--- src/rtl/adaptive_threshold_pkg.sv ---
// Shared sizing defaults and the pixel-write record passed from the box filter
// lanes to the display write port.
package adaptive_threshold_pkg;

  localparam int WIDTH_BITS_DEFAULT        = 8;
  localparam int HEIGHT_BITS_DEFAULT       = 8;
  localparam int NUM_PARALLEL_BITS_DEFAULT = 2;

  typedef struct packed {
    logic [HEIGHT_BITS_DEFAULT-1:0] row;
    logic [WIDTH_BITS_DEFAULT-1:0]  col;
    logic                           data;
  } pixel_write_t;

endpackage

--- src/rtl/lane_fifo.sv ---
// Two-entry FIFO for one filter lane; push is ignored when full, pop when empty.
module lane_fifo
  import adaptive_threshold_pkg::*;
(
  input  logic         clock,
  input  logic         reset,
  input  logic         push,
  input  logic         pop,
  input  pixel_write_t din,
  output pixel_write_t dout,
  output logic         full,
  output logic         empty
);

  pixel_write_t mem [2];
  logic         wr_ptr;
  logic         rd_ptr;
  logic [1:0]   count;
  logic         do_push;
  logic         do_pop;

  assign full    = (count == 2'd2);
  assign empty   = (count == 2'd0);
  assign do_push = push && !full;
  assign do_pop  = pop && !empty;
  assign dout    = mem[rd_ptr];

  always_ff @(posedge clock) begin
    if (reset) begin
      wr_ptr <= 1'b0;
      rd_ptr <= 1'b0;
      count  <= 2'd0;
    end else begin
      if (do_push) begin
        mem[wr_ptr] <= din;
        wr_ptr      <= ~wr_ptr;
      end
      if (do_pop) rd_ptr <= ~rd_ptr;
      case ({do_push, do_pop})
        2'b10:   count <= count + 2'd1;
        2'b01:   count <= count - 2'd1;
        default: count <= count;
      endcase
    end
  end

endmodule

--- src/rtl/result_write_collector.sv ---
// Merges the parallel box-filter result lanes into one display write port and
// counts completed pixels per frame. Define RESULT_COLLECTOR_STATS_EN for oStallCount.
module result_write_collector
  import adaptive_threshold_pkg::*;
#(
  parameter int WIDTH_BITS        = WIDTH_BITS_DEFAULT,
  parameter int HEIGHT_BITS       = HEIGHT_BITS_DEFAULT,
  parameter int NUM_PARALLEL_BITS = NUM_PARALLEL_BITS_DEFAULT,
  localparam int NUM_PARALLEL     = 2 ** NUM_PARALLEL_BITS
) (
  input  logic                                    clock,
  input  logic                                    reset,
  // Handshakes: a lane write moves when iWren[i] && oReady[i]; a display write
  // completes when oWren && iMemReady, and the output holds until then.
  input  logic [NUM_PARALLEL-1:0][WIDTH_BITS-1:0]  iCol,
  input  logic [NUM_PARALLEL-1:0][HEIGHT_BITS-1:0] iRow,
  input  logic [NUM_PARALLEL-1:0]                  iData,
  input  logic [NUM_PARALLEL-1:0]                  iWren,
  output logic [NUM_PARALLEL-1:0]                  oReady,
  output logic [7:0]                               oX,
  output logic [7:0]                               oY,
  output logic [2:0]                               oR,
  output logic [2:0]                               oG,
  output logic [2:0]                               oB,
  output logic                                     oWren,
  input  logic                                     iMemReady,
  input  logic                                     iClear,
`ifdef RESULT_COLLECTOR_STATS_EN
  output logic [15:0]                              oStallCount,
`endif
  output logic [WIDTH_BITS+HEIGHT_BITS:0]          oPixelCount,
  output logic                                     oFrameDone
);

  localparam int COUNT_BITS = WIDTH_BITS + HEIGHT_BITS + 1;
  localparam logic [COUNT_BITS-1:0] FRAME_PIXELS = COUNT_BITS'(1) << (WIDTH_BITS + HEIGHT_BITS);

  pixel_write_t                 lane_in   [NUM_PARALLEL];
  pixel_write_t                 lane_head [NUM_PARALLEL];
  logic [NUM_PARALLEL-1:0]      lane_full;
  logic [NUM_PARALLEL-1:0]      lane_empty;
  logic [NUM_PARALLEL-1:0]      lane_pop;
  logic [NUM_PARALLEL_BITS-1:0] rr_ptr;
  logic [NUM_PARALLEL_BITS-1:0] grant_idx;
  logic [NUM_PARALLEL_BITS-1:0] cand;
  logic                         grant_valid;
  logic                         write_done;
  logic                         out_load;

  assign write_done = oWren && iMemReady;
  assign out_load   = !oWren || write_done;
  assign oReady     = ~lane_full;

  for (genvar i = 0; i < NUM_PARALLEL; i++) begin : g_lane
    assign lane_in[i] = '{row:  HEIGHT_BITS_DEFAULT'(iRow[i]),
                          col:  WIDTH_BITS_DEFAULT'(iCol[i]),
                          data: iData[i]};

    lane_fifo u_fifo (
      .clock (clock),
      .reset (reset),
      .push  (iWren[i]),
      .pop   (lane_pop[i]),
      .din   (lane_in[i]),
      .dout  (lane_head[i]),
      .full  (lane_full[i]),
      .empty (lane_empty[i])
    );
  end

  // First non-empty lane at or after the round-robin pointer wins.
  always_comb begin
    grant_valid = 1'b0;
    grant_idx   = rr_ptr;
    cand        = rr_ptr;
    lane_pop    = '0;
    for (int k = 0; k < NUM_PARALLEL; k++) begin
      cand = rr_ptr + NUM_PARALLEL_BITS'(k);
      if (!grant_valid && !lane_empty[cand]) begin
        grant_valid = 1'b1;
        grant_idx   = cand;
      end
    end
    if (out_load && grant_valid) lane_pop[grant_idx] = 1'b1;
  end

  always_ff @(posedge clock) begin
    if (reset) begin
      oWren  <= 1'b0;
      oX     <= '0;
      oY     <= '0;
      oR     <= '0;
      oG     <= '0;
      oB     <= '0;
      rr_ptr <= '0;
    end else if (out_load) begin
      oWren <= grant_valid;
      if (grant_valid) begin
        oX     <= 8'(lane_head[grant_idx].row);
        oY     <= 8'(lane_head[grant_idx].col);
        oR     <= {3{lane_head[grant_idx].data}};
        oG     <= {3{lane_head[grant_idx].data}};
        oB     <= {3{lane_head[grant_idx].data}};
        rr_ptr <= grant_idx + NUM_PARALLEL_BITS'(1);
      end
    end
  end

  // Clear takes priority over a write completing in the same cycle.
  always_ff @(posedge clock) begin
    if (reset || iClear) begin
      oPixelCount <= '0;
      oFrameDone  <= 1'b0;
    end else begin
      if (oPixelCount == FRAME_PIXELS) oFrameDone <= 1'b1;
      if (write_done && (oPixelCount < FRAME_PIXELS)) oPixelCount <= oPixelCount + COUNT_BITS'(1);
    end
  end

`ifdef RESULT_COLLECTOR_STATS_EN
  logic stall_cycle;

  assign stall_cycle = (oWren && !iMemReady) || (|(iWren & ~oReady));

  always_ff @(posedge clock) begin
    if (reset || iClear) begin
      oStallCount <= '0;
    end else if (stall_cycle && (oStallCount != 16'hFFFF)) begin
      oStallCount <= oStallCount + 16'd1;
    end
  end
`endif

endmodule

--- config.mk ---
export PLATFORM = sky130hd
export DESIGN_NAME = result_write_collector
export DESIGN_NICKNAME = d
export VERILOG_FILES = /design/src/rtl/adaptive_threshold_pkg.sv /design/src/rtl/lane_fifo.sv /design/src/rtl/result_write_collector.sv
export SDC_FILE = /design/constraint.sdc
export NUM_CORES = 1
export LEC_CHECK = 0
export CAP_MARGIN = 40
export CORE_AREA = 2 2 107 135
export CTS_BUF_LIST = sky130_fd_sc_hd__clkbuf_4
export CTS_CLUSTER_DIAMETER = 60
export DETAILED_ROUTE_END_ITERATION = 6
export DIE_AREA = 0 0 109 137
export PLACE_DENSITY = 0.86
export SLEW_MARGIN = 20
export SYNTH_ARGS = -nofsm -noshare
export SYNTH_HDL_FRONTEND = slang
export SYNTH_SLANG_ARGS = --single-unit
--- constraint.sdc ---
create_clock -name clock -period 4.1 [get_ports clock]
set_clock_uncertainty 0.05 [all_clocks]
set_input_delay 0.41 -clock clock [delete_from_list [all_inputs] [get_ports clock]]
set_output_delay 0.41 -clock clock [all_outputs]
set_load 0.01 [all_outputs]
==> results of run 1 <==
-- metal layers --
layer | up-vias | track usage, % | share of wire, %
li1 | 2447 | - | -
met1 | 2540 | 29.3 | 40
met2 | 210 | 40.5 | 52
met3 | 28 | 5.29 | 6.1
met4 | 0 | 7.83 | 1.6
met5 | - | 0 | 0
-- worst max path at each step --
stage / to / slack (ns) / depth (start not counted)
2_1_floorplan: g_lane[0].u_fifo.mem[1][0] / 1.34 / 4
3_3_place_gp: g_lane[1].u_fifo.count[1] / 1.14 / 7
3_5_place_dp: g_lane[1].u_fifo.count[1] / 0.99 / 7
4_1_cts: g_lane[1].u_fifo.count[1] / 0.95 / 7
5_1_grt: g_lane[3].u_fifo.count[1] / 0.57 / 7
6_report: g_lane[3].u_fifo.count[1] / 0.87 / 7
-- sequential cells by signal, summed over array words and instances, names as in the netlist, named ones only --
register,cells
g_lane.u_fifo.mem,136
rr_ptr,2
g_lane.u_fifo.wr_ptr,4
oY,8
g_lane.u_fifo.rd_ptr,4
g_lane.u_fifo.count,8
oWren,1
oB,1
oX,8
oPixelCount,17
oFrameDone,1
-- cell usage after synthesis (2+ instances only) --
cell type / n / share of area, %
clkbuf_1: 19 / 0.89
nand3_1: 6 / 0.37
nor3b_1: 4 / 0.37
or2_2: 3 / 0.23
inv_1: 6 / 0.28
a31oi_1: 3 / 0.23
xnor2_1: 9 / 0.98
or3_1: 9 / 0.70
mux2_2: 55 / 7.7
and3_1: 2 / 0.16
nand2_1: 26 / 1.2
dfxtp_1: 58 / 14
buf_4: 8 / 0.75
nand2b_1: 6 / 0.47
nor2b_1: 4 / 0.31
buf_2: 9 / 0.56
o21ai_0: 10 / 0.62
mux2i_1: 17 / 2.1
ha_1: 6 / 0.93
a211oi_1: 20 / 1.9
mux2_1: 2 / 0.28
a221oi_1: 17 / 1.9
nor2_1: 50 / 2.3
a211oi_2: 3 / 0.47
buf_6: 5 / 0.70
a21oi_1: 15 / 0.93
buf_1: 4 / 0.19
nor4_1: 4 / 0.31
nor4b_1: 2 / 0.22
edfxtp_1: 136 / 51
nor3_1: 9 / 0.56
o221ai_1: 17 / 1.9
a31o_2: 2 / 0.22
xor2_1: 13 / 1.4
nand4_1: 6 / 0.47
-- power by group --
group / total [uW] / internal, uW / switching [uW]
clock: 1030 / 379 / 655
combinational: 2640 / 1180 / 1460
sequential: 2640 / 2390 / 253
-- stage by stage --
| step | hold slack [ns] | cells | worst slack, ns | utilization, % |
|---|---|---|---|---|
| 6_report | 0.148 | 885 | 0.868 | 71.3 |
| 4_1_cts | 0.105 | 883 | 0.945 | 71.1 |
| 5_1_grt | 0.109 | 885 | 0.572 | 71.3 |
| 3_5_place_dp | 0.423 | 851 | 0.988 | 68.9 |
| 2_1_floorplan | 0.430 | 585 | 1.34 | - |
| 3_3_place_gp | 0.423 | 849 | 1.14 | 68.7 |
-- cell type report --
type | count | area share (%)
diodes | 1 | 0.0258
flip-flops and latches | 194 | 54.0
multi-input cells | 340 | 26.4
clock buffers | 17 | 1.31
clock inverters | 15 | 1.75
inverters | 6 | 0.232
well taps | 175 | 2.25
repair buffers | 137 | 14.0
-- cell families (layout without fill, tap and decap cells) --
logic type	after synthesis	count (layout)	share of synthesized area, %
flip-flops	194	194	65.2
AND/OR/NAND/NOR	138	138	8.57
AO/OA/AOI/OAI	100	100	9.44
multiplexers	74	74	10.1
buffers and inverters	51	175	3.36
XOR/XNOR	22	22	2.40
adder cells (fa/ha/maj)	6	6	0.933
other	0	1	0
-- worst reg2reg max path, cell delays in order, from the launching register on --
cell	delay [ns]
dfxtp_1	0.44
nor4_1	0.57
a211oi_1	0.14
or3_1	0.63
nor3_1	0.50
ha_1	0.34
or3_1	0.35
a21oi_1	0.15
==> out/metrics.csv, run 1 <==
stage,metric,value,unit
sta,relative slew slack,46.7,%
min_path,Worst Hold Class,in2reg,
logic_synthesis,Synth async-reset ratio,0,%
detailed_routing,drt total wl,17100,microns
critical_path,FF-to-FF Start,g_lane[0].u_fifo.count[1],
cells_and_area,final instance area,9710,sq um
clock_network,# resized after CTS,0,
placement,Placed Area,9400,sq um
detailed_routing,Post-DRT Antenna Nets,0,
pwr,maximum vdd drop,0.000354,V
global_routing,vias in the first global route,5217,
cells_and_area,Synth-to-Final Area Change,20.8,%
sta,Fmax,0.309,GHz
logic_synthesis,#FFs+latches synth,194,
critical_path,"Max FO, Critical Path",21,
global_routing,initial antenna violation count,1,
die,Die Ht,137,microns
clock_network,CTS buffer count,17,
die,Initial Utilization,59.0,%
detailed_routing,routed vias/inst,5.90,
clock_network,clock sink count,194,
cells_and_area,FF/Latch Area,5250,sq um
logic_synthesis,sequential-to-total area share from yosys stat,65.2,%
logic_synthesis,Main synth FF type,edfxtp_1,
clock_network,root buffer cell,clkbuf_4,
pwr,leakage power,0.00323,uW
critical_path,Critical Path Source,g_lane[0].u_fifo.count[1],
sta,final hold vios,0,
critical_path,Worst Setup End Kind,flip-flop,
clock_network,Post-CTS Setup Inserts,0,
sta,Final setup violation count,0,
critical_path,register-to-register setup slack,0.87,ns
sta,count of pins over their slew limit,0,
clock_network,Worst-path clk slew,0.14,ns
detailed_routing,drt drc,0,
detailed_routing,Wirelength per Cell,19.3,microns
cells_and_area,Multi-input gate area,2570,sq um
global_routing,first-pass GRT wire length,26300,microns
sta,RSZ-0062 raised after global routing,false,
critical_path,CP bufs+invs,0,
global_routing,Total GRT Usage,23.6,%
die,die area,14900,sq um
pwr,power density over the cells,650,nW/um^2
critical_path,cell family with most CP delay,simple AND/OR/NAND/NOR gates,
sta,Setup TNS,0,ns
critical_path,"slowest stage delay, CP",0.63,ns
critical_path,slowest CP cell,or3_1,
flow_run,max_cap viols,0,
global_routing,GRT Residual Overflow,0,
logic_synthesis,Mapped Nets,667,
clock_network,CTS tree,built,
detailed_routing,DRT Pass-1 Iters,5,
detailed_routing,DR iter-0 viols,419,
cells_and_area,Final Net Count,778,
critical_path,Worst Path Required,4.54,ns
die,Core ar.,13600,sq um
die,Die X,109,microns
critical_path,Startpoint Class,flip-flop,
cells_and_area,Fillers,907,
min_path,worst hold endpoint,g_lane[0].u_fifo.wr_ptr,
clock_network,"Clk Latency, worst-skew pair",0.57,ns
critical_path,Worst R2R Path Depth,7,
placement,HPWL Detailed,12400,microns
die,I/O pin total,124,
cells_and_area,most frequent cells in the layout,"edfxtp_1, clkdlybuf4s50_1, dfxtp_1",
min_path,hold path start,reset,
cells_and_area,layout cells sized above 1,17.5,%
logic_synthesis,Syn Std Cell Area,8040,sq um
logic_synthesis,Post-synth EDFFs,136,
placement,RePlAce Congestion,0.895,
pwr,total power,6320,uW
logic_synthesis,Post-Syn Instances,585,
logic_synthesis,Post-Synthesis Mean Instance Area,13.8,sq um
placement,Buffers on Ports,123,
logic_synthesis,Synth cell types,55,
critical_path,CP cell instances,nor4_1 > a211oi_1 > or3_1 > nor3_1 > ha_1 > or3_1 > a21oi_1,
sta,period utilization,78.8,%
critical_path,R2R Path End,g_lane[3].u_fifo.count[1],
detailed_routing,Vias,5225,
critical_path,CP arrival,3.68,ns
sta,Final min period,3.23,ns
clock_network,Clock Tree Buf Depth,2,
logic_synthesis,warnings from Yosys,0,
clock_network,CTS H-tree lvls,4,
outcome,status,completed,
critical_path,CP dominant cell by count,or3_1,
die,row cnt,48,
clock_network,"Hold-fix buffers, CTS",0,
critical_path,critical path class,reg2reg,
sta,Worst-Margin Slew,0.798,ns
min_path,Worst Hold Depth,2,
global_routing,largest net degree at the start of global routing,41,
cells_and_area,"most common cell after layout, fill and taps aside",edfxtp_1,
Power figures use the tool's default switching activity.
==> inputs of run 2 (changes only) <==
CORE_AREA = 2 2 111 139   (was 2 2 107 135)
DIE_AREA = 0 0 113 141   (was 0 0 109 137)
PLACE_DENSITY = 0.81   (was 0.86)
clock period = 3.2 ns   (was 4.1 ns; I/O delays follow)
==> run 2 against run 1 <==
The flow now finishes with violations (DRC). Final cell count increased by 1.2%. Register-to-register slack worse by 0.51 ns. Core utilization down 5.2 points. Fmax up 14%. Global-route usage down 2.0 points. First-iteration DRC count increased by 28%. Critical endpoint is now g_lane[0].u_fifo.count[1]. Highest routed layer unchanged.
==> out/metrics.csv, run 2 (synthesized netlist as in run 1, its figures left out) <==
stage,metric,value,unit,change
die,Core ar.,14800,sq um,was 13600 sq um
pwr,Sw Ratio,38.7,%,was 37.5%
global_routing,Total GRT Usage,21.6,%,was 23.6%
critical_path,slowest CP cell,dfxtp_1,,was or3_1
cells_and_area,max FFs per register,136,,unchanged
global_routing,first-pass GRT wire length,26800,microns,was 26300 microns
sta,Setup WS post-layout,0.362,ns,was 0.868 ns
detailed_routing,DRT Pass-1 Iters,7,,was 5
pwr,Switching Power,3160,uW,was 2370 uW
critical_path,CP arrival,3.29,ns,was 3.68 ns
sta,Worst-Margin Slew,0.796,ns,was 0.798 ns
sta,count of pins over their slew limit,0,,unchanged
detailed_routing,Post-DRT Antenna Nets,0,,unchanged
critical_path,"slowest stage delay, CP",0.45,ns,was 0.63 ns
die,I/O pin total,124,,unchanged
global_routing,GRT Residual Overflow,0,,unchanged
detailed_routing,DR iter-0 viols,535,,was 419
critical_path,"Max FO, Critical Path",20,,was 21
detailed_routing,routed vias/inst,5.92,,was 5.90
critical_path,CP bufs+invs,1,,was 0
cells_and_area,Fillers,1052,,was 907
clock_network,Clock Tree Buf Depth,2,,unchanged
clock_network,"Hold-fix buffers, CTS",0,,unchanged
pwr,power share of the clock group,16.1,%,was 16.4%
pwr,Flop pwr share,41.9,%,was 41.8%
sta,Hold WS,0.0793,ns,was 0.148 ns
sta,Final setup violation count,0,,unchanged
cells_and_area,Largest Register,g_lane.u_fifo.mem,,unchanged
cells_and_area,Synth-to-Final Area Change,21.2,%,was 20.8%
sta,Setup TNS,0,ns,unchanged
critical_path,critical path class,reg2reg,,unchanged
detailed_routing,drt total wl,16900,microns,was 17100 microns
clock_network,CTS buffer count,17,,unchanged
die,die area,15900,sq um,was 14900 sq um
detailed_routing,drt drc,6,,was 0
clock_network,"Clk Latency, worst-skew pair",0.58,ns,was 0.57 ns
clock_network,Worst-path clk slew,0.16,ns,was 0.14 ns
critical_path,Worst Setup End Kind,flip-flop,,unchanged
pwr,maximum vdd drop,0.000485,V,was 0.000354 V
clock_network,CTS H-tree lvls,4,,unchanged
sta,RSZ-0062 raised after global routing,false,,unchanged
detailed_routing,metal3 WL,1080,microns,was 1050 microns
cells_and_area,layout cells sized above 1,18.0,%,was 17.5%
die,Die X,113,microns,was 109 microns
outcome,violated checks,DRC,,
pwr,Cell Int Power,5000,uW,was 3950 uW
critical_path,CP dominant cell by count,or3_1,,unchanged
sta,period utilization,88.7,%,was 78.8%
clock_network,CTS tree,built,,unchanged
detailed_routing,Vias,5304,,was 5225
outcome,status,finished with violations,,was completed
sta,final hold vios,0,,unchanged
sta,Fmax,0.352,GHz,was 0.309 GHz
placement,Buffers on Ports,123,,unchanged
cells_and_area,Multi-input gate area,2570,sq um,unchanged
placement,DP Worst Slack,0.364,ns,was 0.988 ns
cells_and_area,"most common cell after layout, fill and taps aside",edfxtp_1,,unchanged
placement,RePlAce Congestion,0.907,,was 0.895
cells_and_area,FF/Latch Area,5250,sq um,unchanged
flow_run,max_cap viols,0,,unchanged
cells_and_area,Final Net Count,781,,was 778
pwr,Gate power share,42.0,%,was 41.8%
critical_path,Worst Path Required,3.65,ns,was 4.54 ns
pwr,leakage power,0.00324,uW,was 0.00323 uW
critical_path,Startpoint Class,flip-flop,,unchanged
clock_network,clock sink count,194,,unchanged
detailed_routing,DR top layer,met4,,unchanged
placement,HPWL Detailed,12200,microns,was 12400 microns
clock_network,Post-CTS Setup Inserts,0,,unchanged
pwr,power density over the cells,837,nW/um^2,was 650 nW/um^2
detailed_routing,met1 WL,6800,microns,was 6830 microns
global_routing,largest net degree at the start of global routing,36,,was 41
die,Die Ht,141,microns,was 137 microns
critical_path,CP cell instances,nor4_1 > a211oi_1 > or3_1 > buf_4 > and4b_1 > ha_1 > or3_1 > a21oi_1,,was nor4_1 > a211oi_1 > or3_1 > nor3_1 > ha_1 > or3_1 > a21oi_1
cells_and_area,most frequent cells in the layout,"edfxtp_1, clkdlybuf4s50_1, dfxtp_1",,unchanged
sta,relative slew slack,46.9,%,was 46.7%
critical_path,cell family with most CP delay,simple AND/OR/NAND/NOR gates,,unchanged
global_routing,vias in the first global route,5188,,was 5217
die,Initial Utilization,54.5,%,was 59.0%
placement,Placed Area,9440,sq um,was 9400 sq um
global_routing,initial antenna violation count,2,,was 1
cells_and_area,final instance area,9750,sq um,was 9710 sq um
cells_and_area,biggest regs,"g_lane.u_fifo.mem x136, oPixelCount x17",,unchanged
die,row cnt,50,,was 48
detailed_routing,metal2 WL,8740,microns,was 8960 microns
detailed_routing,Wirelength per Cell,18.9,microns,was 19.3 microns
clock_network,root buffer cell,clkbuf_4,,unchanged
sta,Final min period,2.84,ns,was 3.23 ns
min_path,Worst Hold Class,in2reg,,unchanged
[run 2: per-stage QoR]
stage,utilization [%],instances,power [uW]
global route,66.0,896,8620
CTS,66.0,894,8150
finish,66.0,896,8160
global placement,63.7,860,6690
detailed placement,63.9,862,6850
floorplan,-,585,5840
[run 2: cell type report]
type                            count  share of cell area, %
Clock inverter                     15                   1.82
Inverter                            6                  0.231
Antenna cell                        2                 0.0513
Timing Repair Buffer              140                   14.1
Tap cell                          182                   2.34
Multi-Input combinational cell    340                   26.4
Sequential cell                   194                   53.8
Clock buffer                       17                   1.31
[run 2: path summary, 6_finish.rpt]
| path | from | endpoint | slack (ns) | depth (start not counted) |
|---|---|---|---|---|
| setup / recovery | g_lane[0].u_fifo.count[1] | g_lane[0].u_fifo.count[1] | 0.36 | 8 |
| hold / removal | reset | g_lane[0].u_fifo.wr_ptr | 0.08 | 2 |
| setup reg to reg | g_lane[0].u_fifo.count[1] | g_lane[0].u_fifo.count[1] | 0.36 | 8 |
| hold reg to reg | oFrameDone | oFrameDone | 0.45 | 2 |
[run 2: power by group through the flow]
| stage | registers (uW) | clock network [uW] | logic (uW) |
|---|---|---|---|
| finish | 3420 | 1310 | 3430 |
| detailed placement | 3470 | 0 | 3380 |
| floorplan | 3290 | 0 | 2540 |
| global placement | 3460 | 0 | 3230 |
| CTS | 3420 | 1340 | 3400 |
| global route | 3470 | 1430 | 3720 |
[run 2: worst reg2reg max path, stage by stage, from the launching register on]
cell	delay, ns
dfxtp_1	0.45
nor4_1	0.45
a211oi_1	0.17
or3_1	0.36
buf_4	0.22
and4b_1	0.24
ha_1	0.34
or3_1	0.36
a21oi_1	0.14
[run 2: metal layers]
metal | vias up | GRT usage [%]
li1 | 2454 | -
met5 | - | 0
met3 | 26 | 5.16
met1 | 2595 | 26.9
met2 | 229 | 37.2
met4 | 0 | 6.87
[run 2: what timing repair did]
| item | in CTS | in global routing |
|---|---|---|
| setup endpoints to repair | 0 | 1 |
| gates resized for setup | 0 | 1 |
| hold endpoints to repair | 0 | 0 |
==> inputs of run 3 (changes only) <==
CTS_CLUSTER_DIAMETER = 50   (was 60)
==> results of run 3 <==
Same layout as run 2: the final DEF is identical, and so are final timing and power.
==> edit 1, RTL diff (flow settings as in run 3) <==
Register the output `oPixelCount` once more; this adds one clock of latency there. The other outputs are not delayed to match.
--- a/src/rtl/result_write_collector.sv
+++ b/src/rtl/result_write_collector.sv
@@ -34,6 +34,8 @@
 
   localparam int COUNT_BITS = WIDTH_BITS + HEIGHT_BITS + 1;
   localparam logic [COUNT_BITS-1:0] FRAME_PIXELS = COUNT_BITS'(1) << (WIDTH_BITS + HEIGHT_BITS);
+
+  logic [WIDTH_BITS+HEIGHT_BITS:0] oPixelCount_s0;
 
   pixel_write_t                 lane_in   [NUM_PARALLEL];
   pixel_write_t                 lane_head [NUM_PARALLEL];
@@ -109,11 +111,11 @@
   // Clear takes priority over a write completing in the same cycle.
   always_ff @(posedge clock) begin
     if (reset || iClear) begin
-      oPixelCount <= '0;
+      oPixelCount_s0 <= '0;
       oFrameDone  <= 1'b0;
     end else begin
-      if (oPixelCount == FRAME_PIXELS) oFrameDone <= 1'b1;
-      if (write_done && (oPixelCount < FRAME_PIXELS)) oPixelCount <= oPixelCount + COUNT_BITS'(1);
+      if (oPixelCount_s0 == FRAME_PIXELS) oFrameDone <= 1'b1;
+      if (write_done && (oPixelCount_s0 < FRAME_PIXELS)) oPixelCount_s0 <= oPixelCount_s0 + COUNT_BITS'(1);
     end
   end
 
@@ -131,5 +133,9 @@
   end
 `endif
 
+  always_ff @(posedge clock) begin
+    oPixelCount <= oPixelCount_s0;
+  end
+
 endmodule
 
Function: changed (Yosys sat finds a counterexample within 4 cycles, from zero or initial values and one cycle with reset high).
==> edit 1 against run 3 <==
The run still ends with design-rule violations left. Via count down 3.7%. Combinational power shrank 15%. Sequential share of layout area increased by 1.3 points. Setup slack better by 0.29 ns. Hold slack improved by 0.066 ns. Wire length fell by 1.2%. Final area increased by 3.9%. Sequential cell count increased by 17. Maximum frequency up 11%. Area after synthesis up 0.70%. Synthesized cell count decreased by 2.9%. Die area stayed put. Total power increased by 1.6%. Critical endpoint unchanged. Largest cell class unchanged.
==> edit 1: results (changes against run 3) <==
Routed wire per std cell = 17.72 um (-6.3%)
relative slew slack = 54.39% (+7.5 points)
Vias/cell = 5.403 (-8.7%)
status = complete, but fails checks
Regs by FF count = g_lane.u_fifo.mem x136, oPixelCount x17, oPixelCount_s0 x17
CTS Buf Count = 47 (+30)
Critical Path Source = g_lane[1].u_fifo.count[1]$_SDFFE_PP0P_
RD Place Congestion = 0.8059 (-11%)
dpl ws = 0.6050 ns (+0.2414 ns)
worst min path class = input pin to flop
Async S/R FF share, synth = 0% (unchanged)
GRT Overall Usage = 21.25% (-0.33 points)
synth top area cells = edfxtp_1 (50%), dfxtp_1 (19%), mux2i_1 (8.3%), nor2_1 (2.4%), xor2_1 (1.7%)
pin count of the biggest net entering global routing = 25 (-31%)
Worst Path Max Fanout = 17 (-15%)
drt drc = 7 (+1)
initial antenna violation count = 1 (-1)
r2r setup slk = 0.65 ns (+0.29 ns)
Layout Nets = 807 (+3.3%)
post-synthesis compound-gate area fraction = 6.086% (-3.4 points)
post-synthesis mux area share = 9.252% (-0.84 points)
Yosys cell types = 49 (-11%)
Reg clk slew, reported paths = 0.07 ns (-0.09 ns)
Static Leakage = 3.536 nW (+9.2%)
VDD IR-drop max = 0.3848 mV (-21%)
adder-cell share of the synthesized area = 0.9268% (-0.0065 points)
Longest Clk Path Bufs = 3 (+1)
Post-CTS Resized = 0 (unchanged)
Initial DRC Count = 237 (-56%)
Post-Synth XOR/XNOR Area = 2.919% (+0.52 points)
net count after synthesis = 650 (-2.5%)
synth warn = 0 (unchanged)
clock root buffer = clkbuf_4
Post-CTS Setup Inserts = 0 (unchanged)
Final Critical Period = 2.552 ns (-0.2865 ns)
Skew-Pair Late Insertion Delay = 0.62 ns (+0.04 ns)
violated checks = design-rule violations
dpl hpwl = 12.04 mm (-1.4%)
Post-synth top cells = edfxtp_1 (136), dfxtp_1 (75), mux2i_1 (67)
share of layout cells above drive strength 1 = 14.30% (-3.7 points)
H-tree levels = 2 (-2)
first-pass GRT wire length = 26.57 mm (-0.98%)
crit path DAT = 3.05 ns (-0.24 ns)
sequential-to-total area share from yosys stat = 68.95% (+3.7 points)
vias in the first global route = 5333 (+2.8%)
[edit 1: kinds of logic after synthesis]
group	Yosys count
mux	74
buf+inv	38
flops	211
simple gates	143
xor+xnor	27
fa+ha+maj	6
compound gates	69
[edit 1: routing by layer]
layer	part of all wire (%)	track usage, %	wire length (um)
met4	2.4	8.986	406
met2	50	36.05	8429
met1	41	26.12	6827
met3	6.4	4.944	1078
met5	0	0	0
[edit 1: worst min path at each step]
stage                                           end                             from  slack, ns
2_1_floorplan               oPixelCount[16]$_DFF_P_  oPixelCount_s0[16]$_SDFFE_PP0P_       0.30
3_3_place_gp                 oPixelCount[1]$_DFF_P_   oPixelCount_s0[1]$_SDFFE_PP0P_       0.33
3_5_place_dp                 oPixelCount[1]$_DFF_P_   oPixelCount_s0[1]$_SDFFE_PP0P_       0.33
4_1_cts        g_lane[2].u_fifo.wr_ptr$_SDFFE_PP0P_                            reset       0.11
5_1_grt        g_lane[2].u_fifo.wr_ptr$_SDFFE_PP0P_                            reset       0.12
6_report       g_lane[2].u_fifo.wr_ptr$_SDFFE_PP0P_                            reset       0.14
[edit 1: worst max-delay path, stage by stage (launching register included)]
cell and delay (ns):
dfxtp_1 0.37, or4_4 0.55, o21a_1 0.19, buf_4 0.19, o21ai_1 0.15, nor2_1 0.11
ha_1 0.35, or3_1 0.35, a21oi_1 0.16
[edit 1: where the power goes]
group,switching (mW),internal (mW)
sequential,0.228,3.25
combinational,1.56,1.34
clock,1.00,0.905
[edit 1: stage by stage]
stage	hold slack [ns]	cells	area (sq um)
6_report	0.1448	945	10130
5_1_grt	0.1215	945	10130
4_1_cts	0.1072	944	10130
3_5_place_dp	0.3317	858	9565
3_3_place_gp	0.3262	855	9520
2_1_floorplan	0.3043	568	8100
[edit 1: final cells by class]
cell class / count / area (sq um)
antenna: 1 / 2.502
clock buffer: 61 / 457.9
clock inverter: 25 / 102.6
fill: 1051 / 4636
inverter: 4 / 15.01
multi-input combinational: 319 / 2346
sequential: 211 / 5585
tap: 182 / 227.7
timing repair buffer: 142 / 1391
==> edit 2, RTL diff (config.mk and constraints of run 3) <==
Made on the original files. The package constant `NUM_PARALLEL_BITS_DEFAULT` goes from 2 to 1.
--- a/src/rtl/adaptive_threshold_pkg.sv
+++ b/src/rtl/adaptive_threshold_pkg.sv
@@ -4,7 +4,7 @@
 
   localparam int WIDTH_BITS_DEFAULT        = 8;
   localparam int HEIGHT_BITS_DEFAULT       = 8;
-  localparam int NUM_PARALLEL_BITS_DEFAULT = 2;
+  localparam int NUM_PARALLEL_BITS_DEFAULT = 1;
 
   typedef struct packed {
     logic [HEIGHT_BITS_DEFAULT-1:0] row;
Interface: changed (5 resized); port bits go from 124 to 86. No check against the original RTL was run, so the function may have changed too.
==> edit 2 against run 3 <==
The flow still finishes with violations (design-rule violations). Total power fell by 47%. Area after synthesis fell by 43%. Maximum frequency rose by 43%. Count of clock-buffer cells in the layout rose by 1. Setup slack improved by 0.85 ns. Final area fell by 39%. Sequential cell count fell by 79. Wire length fell by 45%. Die area did not move. Largest cell class unchanged. Largest power group is now registers.
==> edit 2: results (changes against run 3) <==
status = complete, but fails checks
violated checks = design-rule violations
pin count of the biggest net entering global routing = 19 (-47%)
switching fraction of total power = 29.88% (-8.9 points)
final WL = 9.329 mm (-45%)
Skew-Pair Late Insertion Delay = 0.48 ns (-0.10 ns)
sequential-to-total area share from yosys stat = 65.53% (+0.33 points)
net count after synthesis = 372 (-44%)
max incr delay on CP = 0.62 ns (+0.17 ns)
crit path DAT = 1.62 ns (-1.67 ns)
VDD IR-drop max = 0.2543 mV (-48%)
TritonRoute pass-1 iters = 6 (-1)
CP max stage cell = clkdlybuf4s50_1
area post-placement = 5589 sq um (-41%)
synthesized instance count = 328 (-44%)
Yosys cell types = 45 (-18%)
Vias/cell = 4.703 (-21%)
RD Place Congestion = 0.7707 (-15%)
dpl hpwl = 6.809 mm (-44%)
drt drc = 6 (unchanged)
GRT Overall Usage = 11.89% (-9.7 points)
Worst path top cell family by delay = buffers and inverters
Layout Nets = 465 (-40%)
first-pass GRT wire length = 14.79 mm (-45%)
Post-synth EDFFs = 68 (-50%)
vias in the first global route = 2987 (-42%)
## edit 2: changes by cell type after synthesis, moves of 6 or more
cell      change
nand2_1      -18
edfxtp_1     -68
a221oi_1     -17
o21ai_0       -6
o221ai_1     -17
a21oi_1       -7
a221o_1      +17
dfxtp_1      -11
mux2_2       -38
clkbuf_1     -15
or3_1         -6
a211oi_1     -20
## edit 2: stage by stage
stage                     instances  util, %
final                           617    40.08
after global placement          582    37.75
after floorplan                 328        -
after CTS                       615    39.98
after detailed placement        583    37.86
after global routing            617    40.08
## edit 2: kinds of logic after synthesis
kind of cell               count (synthesis)  synth area share (%)
adders and majority gates                  4                 1.100
DFF                                      115                 65.53
muxes                                     35                 8.164
xor gates and xnor gates                  18                 3.463
and+or+nand+nor                           92                 11.33
AOI/OAI and AO/OA                         39                 7.257
buffers and inverters                     25                 3.161
## edit 2: worst paths after layout
| path | slack (ns) | cells after the start | from | end |
|---|---|---|---|---|
| min | 0.37 | 1 | iData[1] | g_lane[1].u_fifo.mem[1][0]$_DFFE_PP_ |
| max | 1.21 | 1 | oWren$_SDFFE_PP0P_ | oWren |
| min reg2reg | 0.46 | 1 | oX[6]$_SDFFE_PP0N_ | oX[6]$_SDFFE_PP0N_ |
| max reg2reg | 1.24 | 6 | oWren$_SDFFE_PP0P_ | g_lane[0].u_fifo.count[1]$_SDFFE_PP0P_ |
## edit 2: area by class of cell
type                    instances  area, sq um
clock buffers                  18        135.1
diodes                          1        2.502
multi-input cells             188         1445
fillers                      1377         8847
clock inverters                14        178.9
flip-flops and latches        115         2983
repair buffers                 93        922.1
well taps                     182        227.7
inverters                       6        22.52
## edit 2: power groups by stage
stage          logic [mW]  registers [mW]  clock network, mW
2_1_floorplan       0.766            2.00                  0
3_3_place_gp         1.14            2.04                  0
3_5_place_dp         1.22            2.02                  0
4_1_cts              1.22            1.99               1.17
5_1_grt              1.32            2.02               1.24
6_report             1.22            1.98               1.13
## edit 2: metal layers
layer / track usage (%) / vias to the layer above / part of all wire, %
li1: - / 1408 / -
met1: 12.37 / 1398 / 40
met2: 21.62 / 82 / 53
met3: 4.041 / 12 / 5.3
met4: 5.071 / 2 / 1.6
met5: 0 / - / 0.13
